$ cat src/rtl/aquarium_sensor_bank_if.sv
// Report stream bundle for aquarium_sensor_bank: start request, valid/ready
// word handshake and the engine status flags.
interface aquarium_sensor_bank_if #(
  parameter int NUM_CH = 4,
  parameter int WIDTH  = 8
);
  localparam int CW = $clog2(NUM_CH);

  logic             rpt_start;
  logic             rpt_valid;
  logic             rpt_ready;
  logic [CW-1:0]    rpt_ch;
  logic [WIDTH-1:0] rpt_data;
  logic             rpt_alarm;
  logic             rpt_busy;
  logic             rpt_done;

  // Report producer side (the sensor bank).
  modport master (
    input  rpt_start, rpt_ready,
    output rpt_valid, rpt_ch, rpt_data, rpt_alarm, rpt_busy, rpt_done
  );

  // Report consumer side (controller / display).
  modport slave (
    output rpt_start, rpt_ready,
    input  rpt_valid, rpt_ch, rpt_data, rpt_alarm, rpt_busy, rpt_done
  );
endinterface

$ cat src/rtl/aquarium_sensor_bank.sv
// Tank sensor register bank: per-channel sample capture, low/high threshold
// range check with a persistence-filtered alarm, and a snapshot report engine
// that streams every channel value over a valid/ready handshake.
module aquarium_sensor_bank #(
  parameter int NUM_CH  = 4,
  parameter int WIDTH   = 8,
  parameter int PERSIST = 3
) (
  input  logic                      CLK,
  input  logic                      reset_n,
  input  logic [NUM_CH-1:0]         wr_en,
  input  logic [NUM_CH*WIDTH-1:0]   wr_data,
  input  logic                      cfg_we,
  input  logic [$clog2(NUM_CH)-1:0] cfg_ch,
  input  logic                      cfg_hi,
  input  logic [WIDTH-1:0]          cfg_data,
  output logic [NUM_CH*WIDTH-1:0]   q,
  output logic [NUM_CH-1:0]         alarm,
  aquarium_sensor_bank_if.master    rpt
);
  localparam int             CW        = $clog2(NUM_CH);
  localparam logic [3:0]     PERSIST_C = 4'(PERSIST);
  localparam logic [CW-1:0]  LAST_CH   = CW'(NUM_CH - 1);

  typedef enum logic {IDLE, SEND} rpt_state_e;

  logic [NUM_CH-1:0][WIDTH-1:0] q_q,          q_d;
  logic [NUM_CH-1:0]            alarm_q,      alarm_d;
  logic [NUM_CH-1:0][3:0]       cnt_q,        cnt_d;
  logic [NUM_CH-1:0][WIDTH-1:0] lo_q,         lo_d;
  logic [NUM_CH-1:0][WIDTH-1:0] hi_q,         hi_d;
  logic [NUM_CH-1:0][WIDTH-1:0] snap_data_q,  snap_data_d;
  logic [NUM_CH-1:0]            snap_alarm_q, snap_alarm_d;
  rpt_state_e                   state_q,      state_d;
  logic [CW-1:0]                rpt_ch_q,     rpt_ch_d;
  logic [WIDTH-1:0]             rpt_data_q,   rpt_data_d;
  logic                         rpt_alarm_q,  rpt_alarm_d;
  logic                         rpt_done_q,   rpt_done_d;
  logic [CW-1:0]                rpt_ch_nxt;

  assign rpt_ch_nxt = rpt_ch_q + CW'(1);

  assign q              = q_q;
  assign alarm          = alarm_q;
  assign rpt.rpt_valid  = (state_q == SEND);
  assign rpt.rpt_busy   = (state_q == SEND);
  assign rpt.rpt_ch     = rpt_ch_q;
  assign rpt.rpt_data   = rpt_data_q;
  assign rpt.rpt_alarm  = rpt_alarm_q;
  assign rpt.rpt_done   = rpt_done_q;

  // Next-state logic: capture/range check, threshold writes and report FSM.
  always_comb begin
    // NOTE: every variable gets a hold/default value first so no path leaves it unassigned (no latches).
    q_d          = q_q;
    alarm_d      = alarm_q;
    cnt_d        = cnt_q;
    lo_d         = lo_q;
    hi_d         = hi_q;
    snap_data_d  = snap_data_q;
    snap_alarm_d = snap_alarm_q;
    state_d      = state_q;
    rpt_ch_d     = rpt_ch_q;
    rpt_data_d   = rpt_data_q;
    rpt_alarm_d  = rpt_alarm_q;
    rpt_done_d   = 1'b0;

    // Capture uses the incoming sample against the pre-edge thresholds.
    for (int i = 0; i < NUM_CH; i++) begin
      if (wr_en[i]) begin
        q_d[i] = wr_data[i*WIDTH +: WIDTH];
        if ((wr_data[i*WIDTH +: WIDTH] < lo_q[i]) || (wr_data[i*WIDTH +: WIDTH] > hi_q[i])) begin
          if (cnt_q[i] != PERSIST_C) cnt_d[i] = cnt_q[i] + 4'd1;
          if (cnt_d[i] == PERSIST_C) alarm_d[i] = 1'b1;
        end else begin
          cnt_d[i]   = 4'd0;
          alarm_d[i] = 1'b0;
        end
      end
    end

    // Threshold writes; an out-of-range channel select matches no channel.
    for (int i = 0; i < NUM_CH; i++) begin
      if (cfg_we && (cfg_ch == CW'(i))) begin
        if (cfg_hi) hi_d[i] = cfg_data;
        else        lo_d[i] = cfg_data;
      end
    end

    // Report engine: word outputs are loaded one edge ahead so they are registered.
    case (state_q)
      IDLE: begin
        if (rpt.rpt_start) begin
          snap_data_d  = q_q;
          snap_alarm_d = alarm_q;
          rpt_ch_d     = '0;
          rpt_data_d   = q_q[0];
          rpt_alarm_d  = alarm_q[0];
          state_d      = SEND;
        end
      end
      SEND: begin
        if (rpt.rpt_ready) begin
          if (rpt_ch_q == LAST_CH) begin
            state_d     = IDLE;
            rpt_done_d  = 1'b1;
            rpt_ch_d    = '0;
            rpt_data_d  = '0;
            rpt_alarm_d = 1'b0;
          end else begin
            rpt_ch_d = rpt_ch_nxt;
            for (int i = 0; i < NUM_CH; i++) begin
              if (rpt_ch_nxt == CW'(i)) begin
                rpt_data_d  = snap_data_q[i];
                rpt_alarm_d = snap_alarm_q[i];
              end
            end
          end
        end
      end
      default: state_d = IDLE;
    endcase
  end

  // State registers with asynchronous reset.
  always_ff @(posedge CLK or negedge reset_n) begin
    if (!reset_n) begin
      q_q          <= '0;
      alarm_q      <= '0;
      cnt_q        <= '0;
      // NOTE: threshold and snapshot arrays are small flop banks, so they are reset like any other state.
      lo_q         <= '0;
      hi_q         <= '1;
      snap_data_q  <= '0;
      snap_alarm_q <= '0;
      state_q      <= IDLE;
      rpt_ch_q     <= '0;
      rpt_data_q   <= '0;
      rpt_alarm_q  <= 1'b0;
      rpt_done_q   <= 1'b0;
    end else begin
      // NOTE: non-blocking assignments so every flop samples pre-edge values.
      q_q          <= q_d;
      alarm_q      <= alarm_d;
      cnt_q        <= cnt_d;
      lo_q         <= lo_d;
      hi_q         <= hi_d;
      snap_data_q  <= snap_data_d;
      snap_alarm_q <= snap_alarm_d;
      state_q      <= state_d;
      rpt_ch_q     <= rpt_ch_d;
      rpt_data_q   <= rpt_data_d;
      rpt_alarm_q  <= rpt_alarm_d;
      rpt_done_q   <= rpt_done_d;
    end
  end
endmodule

$ cat src/flat_wrapper.sv
// flat-port wrapper written by rule: the top's interface ports become plain ports
module aquarium_sensor_bank_flat 
#(
  parameter int NUM_CH  = 4,
  parameter int WIDTH   = 8,
  parameter int PERSIST = 3
)
  (CLK, reset_n, wr_en, wr_data, cfg_we, cfg_ch, cfg_hi, cfg_data, q, alarm, rpt_rpt_start, rpt_rpt_ready, rpt_rpt_valid, rpt_rpt_ch, rpt_rpt_data, rpt_rpt_alarm, rpt_rpt_busy, rpt_rpt_done);
  aquarium_sensor_bank_if #(.NUM_CH(NUM_CH), .WIDTH(WIDTH)) rpt_i ();
  input  logic CLK;
  input  logic reset_n;
  input  logic [NUM_CH-1:0] wr_en;
  input  logic [NUM_CH*WIDTH-1:0] wr_data;
  input  logic cfg_we;
  input  logic [$clog2(NUM_CH)-1:0] cfg_ch;
  input  logic cfg_hi;
  input  logic [WIDTH-1:0] cfg_data;
  output logic [NUM_CH*WIDTH-1:0] q;
  output logic [NUM_CH-1:0] alarm;
  input wire logic [$bits(rpt_i.rpt_start)-1:0] rpt_rpt_start;
  input wire logic [$bits(rpt_i.rpt_ready)-1:0] rpt_rpt_ready;
  output wire logic [$bits(rpt_i.rpt_valid)-1:0] rpt_rpt_valid;
  output wire logic [$bits(rpt_i.rpt_ch)-1:0] rpt_rpt_ch;
  output wire logic [$bits(rpt_i.rpt_data)-1:0] rpt_rpt_data;
  output wire logic [$bits(rpt_i.rpt_alarm)-1:0] rpt_rpt_alarm;
  output wire logic [$bits(rpt_i.rpt_busy)-1:0] rpt_rpt_busy;
  output wire logic [$bits(rpt_i.rpt_done)-1:0] rpt_rpt_done;
  assign rpt_i.rpt_start = rpt_rpt_start;
  assign rpt_i.rpt_ready = rpt_rpt_ready;
  assign rpt_rpt_valid = rpt_i.rpt_valid;
  assign rpt_rpt_ch = rpt_i.rpt_ch;
  assign rpt_rpt_data = rpt_i.rpt_data;
  assign rpt_rpt_alarm = rpt_i.rpt_alarm;
  assign rpt_rpt_busy = rpt_i.rpt_busy;
  assign rpt_rpt_done = rpt_i.rpt_done;
  aquarium_sensor_bank #(.NUM_CH(NUM_CH), .WIDTH(WIDTH), .PERSIST(PERSIST)) u_core (.CLK(CLK), .reset_n(reset_n), .wr_en(wr_en), .wr_data(wr_data), .cfg_we(cfg_we), .cfg_ch(cfg_ch), .cfg_hi(cfg_hi), .cfg_data(cfg_data), .q(q), .alarm(alarm), .rpt(rpt_i));
endmodule
$ cat config.mk
export PLATFORM = sky130hd
export DESIGN_NAME = aquarium_sensor_bank_flat
export DESIGN_NICKNAME = d
export VERILOG_FILES = /design/src/rtl/aquarium_sensor_bank_if.sv /design/src/rtl/aquarium_sensor_bank.sv /design/src/flat_wrapper.sv
export SDC_FILE = /design/constraint.sdc
export NUM_CORES = 1
export LEC_CHECK = 0
export ABC_CLOCK_PERIOD_IN_PS = 4300
export CAP_MARGIN = 20
export CELL_PAD_IN_SITES_DETAIL_PLACEMENT = 1
export CELL_PAD_IN_SITES_GLOBAL_PLACEMENT = 1
export CORE_MARGIN = 1.5
export CORE_UTILIZATION = 49
export CTS_BUF_LIST = sky130_fd_sc_hd__clkbuf_8
export CTS_CLUSTER_DIAMETER = 30
export CTS_CLUSTER_SIZE = 28
export DETAILED_ROUTE_END_ITERATION = 7
export GPL_ROUTABILITY_DRIVEN = 0
export PLACE_DENSITY_LB_ADDON = 0.1
export SLEW_MARGIN = 15
export SYNTH_ARGS = -nofsm -noshare
export SYNTH_HDL_FRONTEND = slang
export SYNTH_SLANG_ARGS = --single-unit
$ cat constraint.sdc
create_clock -name CLK -period 4.3 [get_ports CLK]
set_input_delay 1.075 -clock CLK [delete_from_list [all_inputs] [get_ports CLK]]
set_output_delay 1.075 -clock CLK [all_outputs]
set_load 0.02 [all_outputs]
==> flow_summary_export.csv <==
group,metric,value,unit
drt,wire_per_inst,20.24,um
drt,met2WireLength,12.08,mm
place,io_buffers,101,
critical_path,cpLargestDelayFamily,"buffers and inverters",
sta,fmax,368.9,MHz
sta,fin_skew,13.63,ps
cts,cts_root_buf,"clkbuf_8",
cts,cts_tree,"done",
pwr,internal-power,3.600,mW
drt,first_pass_iters,4,
drt,top_layer_used,"met4",
grt,grt_pass1_vias,7069,
grt,grt_pass1_wl,37.93,mm
cells_and_area,area_growth,18.18,%
drt,wl,23.48,mm
critical_path,crit_type,"reg2out",
hold_path,hp-start,"u_core.snap_data_q[9]$_DFFE_PN0P_",
floorplan,die_area,18450,um2
place,place_ws,1134,ps
cells_and_area,final_cells,1160,
cts,clk_latency,460,ps
sta,tns,0,ps
synth,synthFlopType,"dfrtp_1",
pwr,power_density,554.7,nW/um2
grt,grt_max_degree,93,
cts,cts-buffers-inserted,17,
sta,rsz0062_at_grt,"false",
sta,finalCriticalPeriod,2711,ps
hold_path,hold_class,"reg2reg",
pwr,combPwrFrac,36.2,%
cells_and_area,final_common_cell,"nand2_1",
sta,worst_pin_slew,844.4,ps
cells_and_area,final_cell_mix,"nand2_1, dfrtp_1, clkdlybuf4s50_1, inv_1, mux2_2",
pwr,p_sw,2.066,mW
pwr,peakVddDrop,353.6,uV
sta,slew_viol_final,0,
place,dp_hpwl,17.18,mm
synth,async_flop_share,100.0,%
critical_path,startpoint_type,"flip-flop",
critical_path,cp_max_fo,9,
cts,htreeDepth,4,
drt,drt-initial-drc-count,299,
critical_path,path_buf_inv,1,
synth,synth_edf_count,0,
flow_run,drv_cap,0,
cts,cts_hold_buf,0,
synth,synthCells,832,
synth,yosysUniqueCellTypes,43,
floorplan,ioPinCount,102,
pwr,seq_power_share,43.0,%
critical_path,crit_chain,"clkdlybuf4s50_1",
cts,cts.clk_slew.worst_paths,80,ps
sta,finalSetupViolations,0,
hold_path,hold_depth,2,
critical_path,r2r-end,"u_core.cnt_q[8]$_DFFE_PN0P_",
drt,drc_errors,0,
drt,postRouteAntennaNets,0,
sta,fin_crit_sh,63.05,%
synth,avgSynthCellArea,10.39,um2
hold_path,min_to,"u_core.snap_data_q[9]$_DFFE_PN0P_",
critical_path,slowest_stage,"clkdlybuf4s50_1",
floorplan,initial_utilization,49.98,%
floorplan,coreArea,17300,um2
cells_and_area,fillers,1889,
sta,finalHoldViolCount,0,
floorplan,rows,48,
critical_path,worstPathArrival,1640,ps
cells_and_area,nets,1043,
pwr,pwr-share-clk,20.8,%
floorplan,die_h,135.8,um
grt,overflow,0,
synth,netlist_area,8645,um2
cts,post_cts_buffers,0,
critical_path,required,3220,ps
run_status,status,"finished, final reports clean",
drt,met1_length,10.19,mm
drt,vias_per_cell,5.547,
critical_path,reg2reg_setup_slack,2160,ps
critical_path,endpoint_kind,"output pin",
sta,slew_headroom,43.71,%
drt,via_count,6435,
cts,cts_sinks,165,
cells_and_area,drive_gt1_share,17.01,%
cells_and_area,fin_util,59.06,%
critical_path,worstReg2RegStart,"u_core.hi_q[23]$_DFFE_PN1P_",
place,placed_cells,1129,
synth,synth-seq-area-share,48.23,%
cts,ctsResizeCount,0,
synth,synth.ff_latch_count,165,
cts,cts_buffer_depth,2,
sta,setup_ws,1589,ps
drt,dr_wl_met3,905,um
cells_and_area,diodes,0,
synth,syn-num-nets,952,
grt,grt_usage,27.34,%
grt,antenna_found_initial,0,
pwr,leakagePower,4.667,nW
floorplan,die_w,135.8,um
critical_path,rr_worst_depth,7,
critical_path,max_stage_delay,670,ps
synth,yosys_warnings,0,
pwr,swShare,36.47,%
[layout make-up]
cell class / instances / area (um2) / share of cell area [%]
clock buffer: 20 / 275.3 / 2.694
clock inverter: 11 / 135.1 / 1.323
inverter: 74 / 277.8 / 2.719
multi-input combinational: 561 / 4030 / 39.45
sequential: 165 / 4169 / 40.81
tap: 225 / 281.5 / 2.756
timing repair buffer: 104 / 1047 / 10.25
[Yosys cell counts (5+ instances only)]
master | n | share of area (%)
o22ai_1 | 8 | 0.58
buf_2 | 20 | 1.2
inv_1 | 74 | 3.2
a21oi_1 | 32 | 1.9
nor2b_1 | 8 | 0.58
o21ai_0 | 66 | 3.8
nand2_1 | 171 | 7.4
clkbuf_1 | 8 | 0.35
nor2_1 | 10 | 0.43
mux2_2 | 72 | 9.4
nand2b_1 | 6 | 0.43
nand4_1 | 5 | 0.36
dfstp_2 | 32 | 9.7
and3_1 | 5 | 0.36
nand3_1 | 9 | 0.52
dfrtp_1 | 133 | 39
ha_1 | 68 | 9.8
o21a_1 | 13 | 1.1
nor3_1 | 12 | 0.69
mux2i_1 | 18 | 2.1
a21o_1 | 8 | 0.69
[metrics by stage]
step                total power, mW  area (um2)  hold slack [ps]
CTS                           5.712       10220            496.3
finish                        5.666       10220            496.9
global route                  6.049       10220            522.9
detailed placement            4.500        9806            473.9
floorplan                     3.703        8645            445.1
global placement              4.343        9806            457.4
[cell families after synthesis]
kind of cell / Yosys count / share of synthesized area (%)
AO/OA/AOI/OAI: 155 / 11.67
AND/OR/NAND/NOR: 244 / 13.10
flip-flops: 165 / 48.23
adder cells (fa/ha/maj): 68 / 9.842
buffers and inverters: 106 / 5.182
multiplexers: 94 / 11.98
[routing by layer]
metal  vias to the layer above  global-route usage [%]
li1                       3033                       -
met1                      3249                   34.82
met2                       124                   48.11
met3                        29                   4.847
met4                         0                   6.930
met5                         -                       0
[registers in the layout, indices dropped and copies added (netlist names)]
name / cells
u_core.hi_q: 32
u_core.q: 32
u_core.snap_alarm_q: 4
u_core.rpt.rpt_done: 1
u_core.rpt.rpt_busy: 1
u_core.lo_q: 32
u_core.snap_data_q: 32
u_core.rpt.rpt_ch: 2
u_core.alarm: 4
u_core.rpt.rpt_alarm: 1
u_core.rpt.rpt_data: 8
u_core.cnt_q: 16
[worst max-delay path by stage]
stage / startpoint / to / slack, ps / depth (start not counted)
after floorplan: wr_data[23] / u_core.cnt_q[11]$_DFFE_PN0P_ / 1940 / 6
after global placement: wr_data[31] / u_core.cnt_q[15]$_DFFE_PN0P_ / 1330 / 7
after detailed placement: wr_data[22] / u_core.alarm[2]$_DFFE_PN0P_ / 1130 / 7
after CTS: u_core.rpt.rpt_busy$_DFF_PN0_ / rpt_rpt_busy / 1540 / 1
after global routing: wr_data[29] / u_core.cnt_q[15]$_DFFE_PN0P_ / 1480 / 7
final: u_core.rpt.rpt_busy$_DFF_PN0_ / rpt_rpt_busy / 1590 / 1
[power by group through the flow]
stage / sequential, mW / combinational [mW] / clock [mW]
CTS: 2.43 / 2.08 / 1.20
finish: 2.44 / 2.05 / 1.18
detailed placement: 2.46 / 2.04 / 0
global route: 2.49 / 2.30 / 1.26
floorplan: 2.45 / 1.26 / 0
global placement: 2.43 / 1.92 / 0
[worst min-delay path, cell delays in order (launching register included)]
cell	delay [ps]
dfrtp_1	350
nand2_1	60
nand2_1	60
Power figures use the tool's default switching activity.
==> patch 1, RTL diff (config.mk and constraints unchanged) <==
`NUM_CH` is set to 4 in 3 places; all go to 2.
--- a/src/rtl/aquarium_sensor_bank_if.sv
+++ b/src/rtl/aquarium_sensor_bank_if.sv
@@ -1,7 +1,7 @@
 // Report stream bundle for aquarium_sensor_bank: start request, valid/ready
 // word handshake and the engine status flags.
 interface aquarium_sensor_bank_if #(
-  parameter int NUM_CH = 4,
+  parameter int NUM_CH = 2,
   parameter int WIDTH  = 8
 );
   localparam int CW = $clog2(NUM_CH);
--- a/src/rtl/aquarium_sensor_bank.sv
+++ b/src/rtl/aquarium_sensor_bank.sv
@@ -2,7 +2,7 @@
 // range check with a persistence-filtered alarm, and a snapshot report engine
 // that streams every channel value over a valid/ready handshake.
 module aquarium_sensor_bank #(
-  parameter int NUM_CH  = 4,
+  parameter int NUM_CH  = 2,
   parameter int WIDTH   = 8,
   parameter int PERSIST = 3
 ) (
--- a/src/flat_wrapper.sv
+++ b/src/flat_wrapper.sv
@@ -1,7 +1,7 @@
 // flat-port wrapper written by rule: the top's interface ports become plain ports
 module aquarium_sensor_bank_flat 
 #(
-  parameter int NUM_CH  = 4,
+  parameter int NUM_CH  = 2,
   parameter int WIDTH   = 8,
   parameter int PERSIST = 3
 )
Interface: changed (6 resized); port bits go from 102 to 64. No check against the original RTL was run, so the function may have changed too.
==> patch 1 against the original RTL <==
Area after synthesis fell by 52%. Wire length fell by 58%. Worst setup slack got worse by 15 ps. Power fell by 54%. Count of clock-buffer cells in the layout fell by 10. Clock power fell by 60%. Cell area fell by 51%. Sequential cell count fell by 86. Critical endpoint is now u_core.cnt_q[2]$_DFFE_PN0P_.
==> patch 1: results (changes against the original RTL) <==
metric;value;unit;change
dp_hpwl;7455;um;-57%
grt_pass1_wl;16150;um;-57%
h-tree-depth;3;;-1
grt_pass1_vias;3227;;-54%
ir_drop;0.2212;mV;-37%
cp.arrival;2910;ps;+1270 ps
syn-num-nets;437;;-54%
fillCellCount;877;;-54%
portBuffers;63;;-38%
whs_path_depth;2;;unchanged
timing.rr.end;u_core.cnt_q[5]$_DFFE_PN0P_;;
postCtsSetupBuffers;0;;unchanged
max_slew_margin;34.98;%;-8.7 points
cellLeakagePower;0.002290;uW;-51%
ys_warn_count;0;;unchanged
diodes;0;;unchanged
cts_resized;0;;unchanged
skew;10.06;ps;-3.569 ps
crit_family;compound AO/OA/AOI/OAI gates;;
min-delay-start;u_core.snap_data_q[8]$_DFFE_PN0P_;;
drt_iter0_drc;61;;-80%
yosys-top-cells-area;dfrtp_1 (38%), mux2_2 (11%), dfstp_2 (10%), ha_1 (9.7%), nand2_1 (5.4%);;
ctsRootBufferMaster;clkbuf_8;;
slowest_stage;clkdlybuf4s50_1;;
synth_commonest_cells;dfrtp_1 (63), nand2_1 (60), mux2_2 (42);;
max_stage_delay;480;ps;-190 ps
grtUsageTotal;23.97;%;-3.4 points
r2r_setup_slack;2240;ps;+80 ps
outcome;finished clean;;
hold_end;u_core.snap_data_q[8]$_DFFE_PN0P_;;
final_hold_viol_count;0;;unchanged
intPower;1664;uW;-54%
synth_cell_types;38;;-12%
worstReg2RegStart;u_core.hi_q[15]$_DFFE_PN1P_;;
clock_latency;350;ps;-110 ps
vias;2969;;-54%
crit_path_max_fanout;5;;-4
min_path_type;reg2reg;;
wl;9901;um;-58%
nets;504;;-52%
ff2ff_path_depth;7;;unchanged
antenna_found_initial;0;;unchanged
numCtsBuffers;9;;-8
drtPass1Iterations;4;;unchanged
dpl_cell_area;4853;sq um;-51%
grt_max_degree;80;;-14%
drive_gt1_share;21.95;%;+4.9 points
seq_area_frac_synth;48.14;%;-0.082 points
-- patch 1: cell types whose count changed after synthesis, sizes merged, moves of 31 or more --
cell	change
o21ai	-51
inv	-38
ha	-36
nand2	-109
mux2	-31
dfrtp	-70
-- patch 1: layer usage --
metal	wire (um)	vias up	share of wire (%)	global-route usage, %
li1	-	1414	-	-
met1	4386	1490	44	30.28
met2	5061	56	51	41.13
met3	301	9	3.0	4.831
met4	152	0	1.5	7.463
met5	0	-	0	0
-- patch 1: per-stage QoR --
step           power, uW  setup WS, ps  cells  util [%]  hold WS, ps
6_report            2605          1574    547     61.05        497.3
5_1_grt             2787          1434    547     61.05        521.0
4_1_cts             2640          1607    547     61.05        500.2
3_5_place_dp        2143          1213    533     59.07        481.0
3_3_place_gp        2087          1306    533     59.07        471.9
2_1_floorplan       1760          1919    372         -        445.8
-- patch 1: power by group through the flow --
stage	clock network [uW]	registers, uW	logic, uW
after floorplan	0	1190	572
after global placement	0	1140	947
after detailed placement	0	1150	992
after CTS	497	1140	1000
after global routing	519	1170	1100
final	477	1140	991
-- patch 1: area by class of cell --
type,count,share of cell area [%]
Sequential cell,79,39.81
Clock inverter,4,0.4989
Clock buffer,10,2.744
Tap cell,105,2.619
Inverter,36,2.694
Multi-Input combinational cell,248,38.81
Timing Repair Buffer,65,12.82
-- patch 1: worst max path at each step --
stage / slack [ps] / endpoint / start / cells past startpoint
floorplan: 1920 / u_core.cnt_q[1]$_DFFE_PN0P_ / wr_data[7] / 6
global placement: 1310 / u_core.cnt_q[2]$_DFFE_PN0P_ / wr_data[6] / 7
detailed placement: 1210 / u_core.cnt_q[5]$_DFFE_PN0P_ / wr_data[15] / 7
CTS: 1610 / u_core.cnt_q[5]$_DFFE_PN0P_ / wr_data[15] / 7
global route: 1430 / u_core.cnt_q[6]$_DFFE_PN0P_ / wr_data[15] / 7
finish: 1570 / u_core.cnt_q[2]$_DFFE_PN0P_ / wr_data[6] / 7
-- patch 1: cells by family after synthesis --
family / count (synthesis) / share of synthesized area, %
multiplexers: 45 / 12.40
AND/OR/NAND/NOR: 105 / 12.64
flip-flops: 79 / 48.14
adder cells (fa/ha/maj): 32 / 9.653
buffers and inverters: 45 / 4.917
AO/OA/AOI/OAI: 66 / 12.25
-- patch 1: tightest hold or removal path, cell delays in order (launching register included) --
cell     delay [ps]
dfrtp_1         350
nand2_1          60
nand2_1          60
==> patch 2, RTL diff (config.mk and constraints unchanged) <==
Without the edit above. Register the output `alarm` once more, cleared by the reset; this adds one clock of latency there. The other outputs are not delayed to match.
--- a/src/rtl/aquarium_sensor_bank.sv
+++ b/src/rtl/aquarium_sensor_bank.sv
@@ -41,7 +41,13 @@
   assign rpt_ch_nxt = rpt_ch_q + CW'(1);
 
   assign q              = q_q;
-  assign alarm          = alarm_q;
+  always_ff @(posedge CLK or negedge reset_n) begin
+    if (!reset_n) begin
+      alarm <= '0;
+    end else begin
+      alarm <= alarm_q;
+    end
+  end
   assign rpt.rpt_valid  = (state_q == SEND);
   assign rpt.rpt_busy   = (state_q == SEND);
   assign rpt.rpt_ch     = rpt_ch_q;
Behaviour: not the same (a bounded check fails within 10 cycles, from zero or initial values and one cycle with reset_n low).
==> patch 2 against the original RTL <==
Cell area rose by 3.6%. Sequential share of layout area fell by 0.46 points. Wire length is 0.66% higher. Synthesized cell count up 0.48%. Worst setup slack lost 28 ps. Power grew 4.4%. Sequential power up 2%. Area after synthesis up 4.2%. Clock skew decreased by 2.2 ps. Sequential cell count grew 4. Largest cell class unchanged.
==> patch 2: results (changes against the original RTL) <==
metric;value;unit;change
outcome;finished clean;;
pre_cts_slack;1076;ps;-58.32 ps
crit_path_max_fanout;5;;-4
drt_iter0_drc;225;;-25%
h-tree-depth;4;;unchanged
drive_gt1_share;19.96;%;+3.0 points
vias;6527;;+1.4%
dpl_cell_area;10140;sq um;+3.5%
grt_pass1_vias;7325;;+3.6%
cellLeakagePower;0.004816;uW;+3.2%
nets;1049;;+0.58%
cts_resized;0;;unchanged
syn-num-nets;956;;+0.42%
postCtsSetupBuffers;0;;unchanged
whs_path_depth;0;;-2
grtUsageTotal;26.05;%;-1.3 points
ff2ff_path_depth;5;;-2
grt_pass1_wl;39020;um;+2.9%
cts_buffer_depth;2;;unchanged
placed_cells;1139;;+0.89%
grt_max_degree;72;;-23%
synthCells;836;;+0.48%
cp.arrival;3060;ps;+1420 ps
wl;23630;um;+0.66%
final_util;58.90;%;-0.17 points
ys_async_sr_fraction;100.0;%;unchanged
fin_cells;1171;;+0.95%
slew_violations;0;;unchanged
skew;11.46;ps;-2.167 ps
diodes;0;;unchanged
seq_area_frac_synth;47.42;%;-0.81 points
yosys-top-cells-area;dfrtp_1 (38%), ha_1 (9.4%), dfstp_2 (9.3%), mux2_2 (8.8%), nand2_1 (7.0%);;
ir_drop;0.3597;mV;+1.7%
clock_latency;480;ps;+20 ps
dp_hpwl;17410;um;+1.3%
synth_commonest_cells;nand2_1 (168), dfrtp_1 (137), inv_1 (74);;
maxCapViolCount;0;;unchanged
worst_slew_pin_slew;963.4;ps;+119.0 ps
fillCellCount;1955;;+3.5%
patch 2: changes by cell type after synthesis, sizes merged:
cell | before | now
and2b | 1 | 0
buf | 23 | 27
clkbuf | 9 | 5
dfrtp | 133 | 137
nor2b | 8 | 9
patch 2: cell families after synthesis:
group           count (synthesis)  synth area share [%]
fa+ha+maj                      68                 9.450
mux                            94                 11.63
flops                         169                 47.42
compound gates                155                 12.52
buf+inv                       106                 5.420
simple gates                  244                 13.56
patch 2: path summary, 6_finish.rpt:
check	from	slack (ps)	end
max reg2reg	u_core.rpt.rpt_busy$_DFF_PN0_	2200	u_core.rpt.rpt_data[6]$_DFFE_PN0P_
min in group asynchronous	reset_n	580	u_core.q[4]$_DFFE_PN0P_
min	u_core.alarm_q[1]$_DFFE_PN0P_	440	u_core.alarm[1]$_DFF_PN0_
max	wr_data[31]	1560	u_core.cnt_q[15]$_DFFE_PN0P_
min reg2reg	u_core.alarm_q[1]$_DFFE_PN0P_	440	u_core.alarm[1]$_DFF_PN0_
max in group asynchronous	reset_n	2750	u_core.hi_q[5]$_DFFE_PN1P_
patch 2: layout make-up:
type	instances	share of cell area, %
inverters	74	2.625
clock inverters	15	1.904
clock buffers	17	2.211
flip-flops and latches	169	40.35
well taps	229	2.708
multi-input cells	561	40.16
repair buffers	106	10.04
patch 2: power breakdown:
group          total (uW)  switching, uW  internal [uW]
clock                1260            627            635
combinational        2170           1160           1010
sequential           2480            382           2100
patch 2: critical path, stage by stage:
cell and delay [ps]:
clkdlybuf4s50_1 570, ha_1 390, and3_1 190, nand2_1 70, o31a_1 320, a211oi_4 300, o22ai_2 140
patch 2: per-layer routing:
layer	vias up	global-route usage [%]	routed length [um]
met1	3354	34.48	10830
met4	0	6.316	275
met5	-	0	0
met3	30	4.454	663
li1	3032	-	-
met2	111	44.80	11870
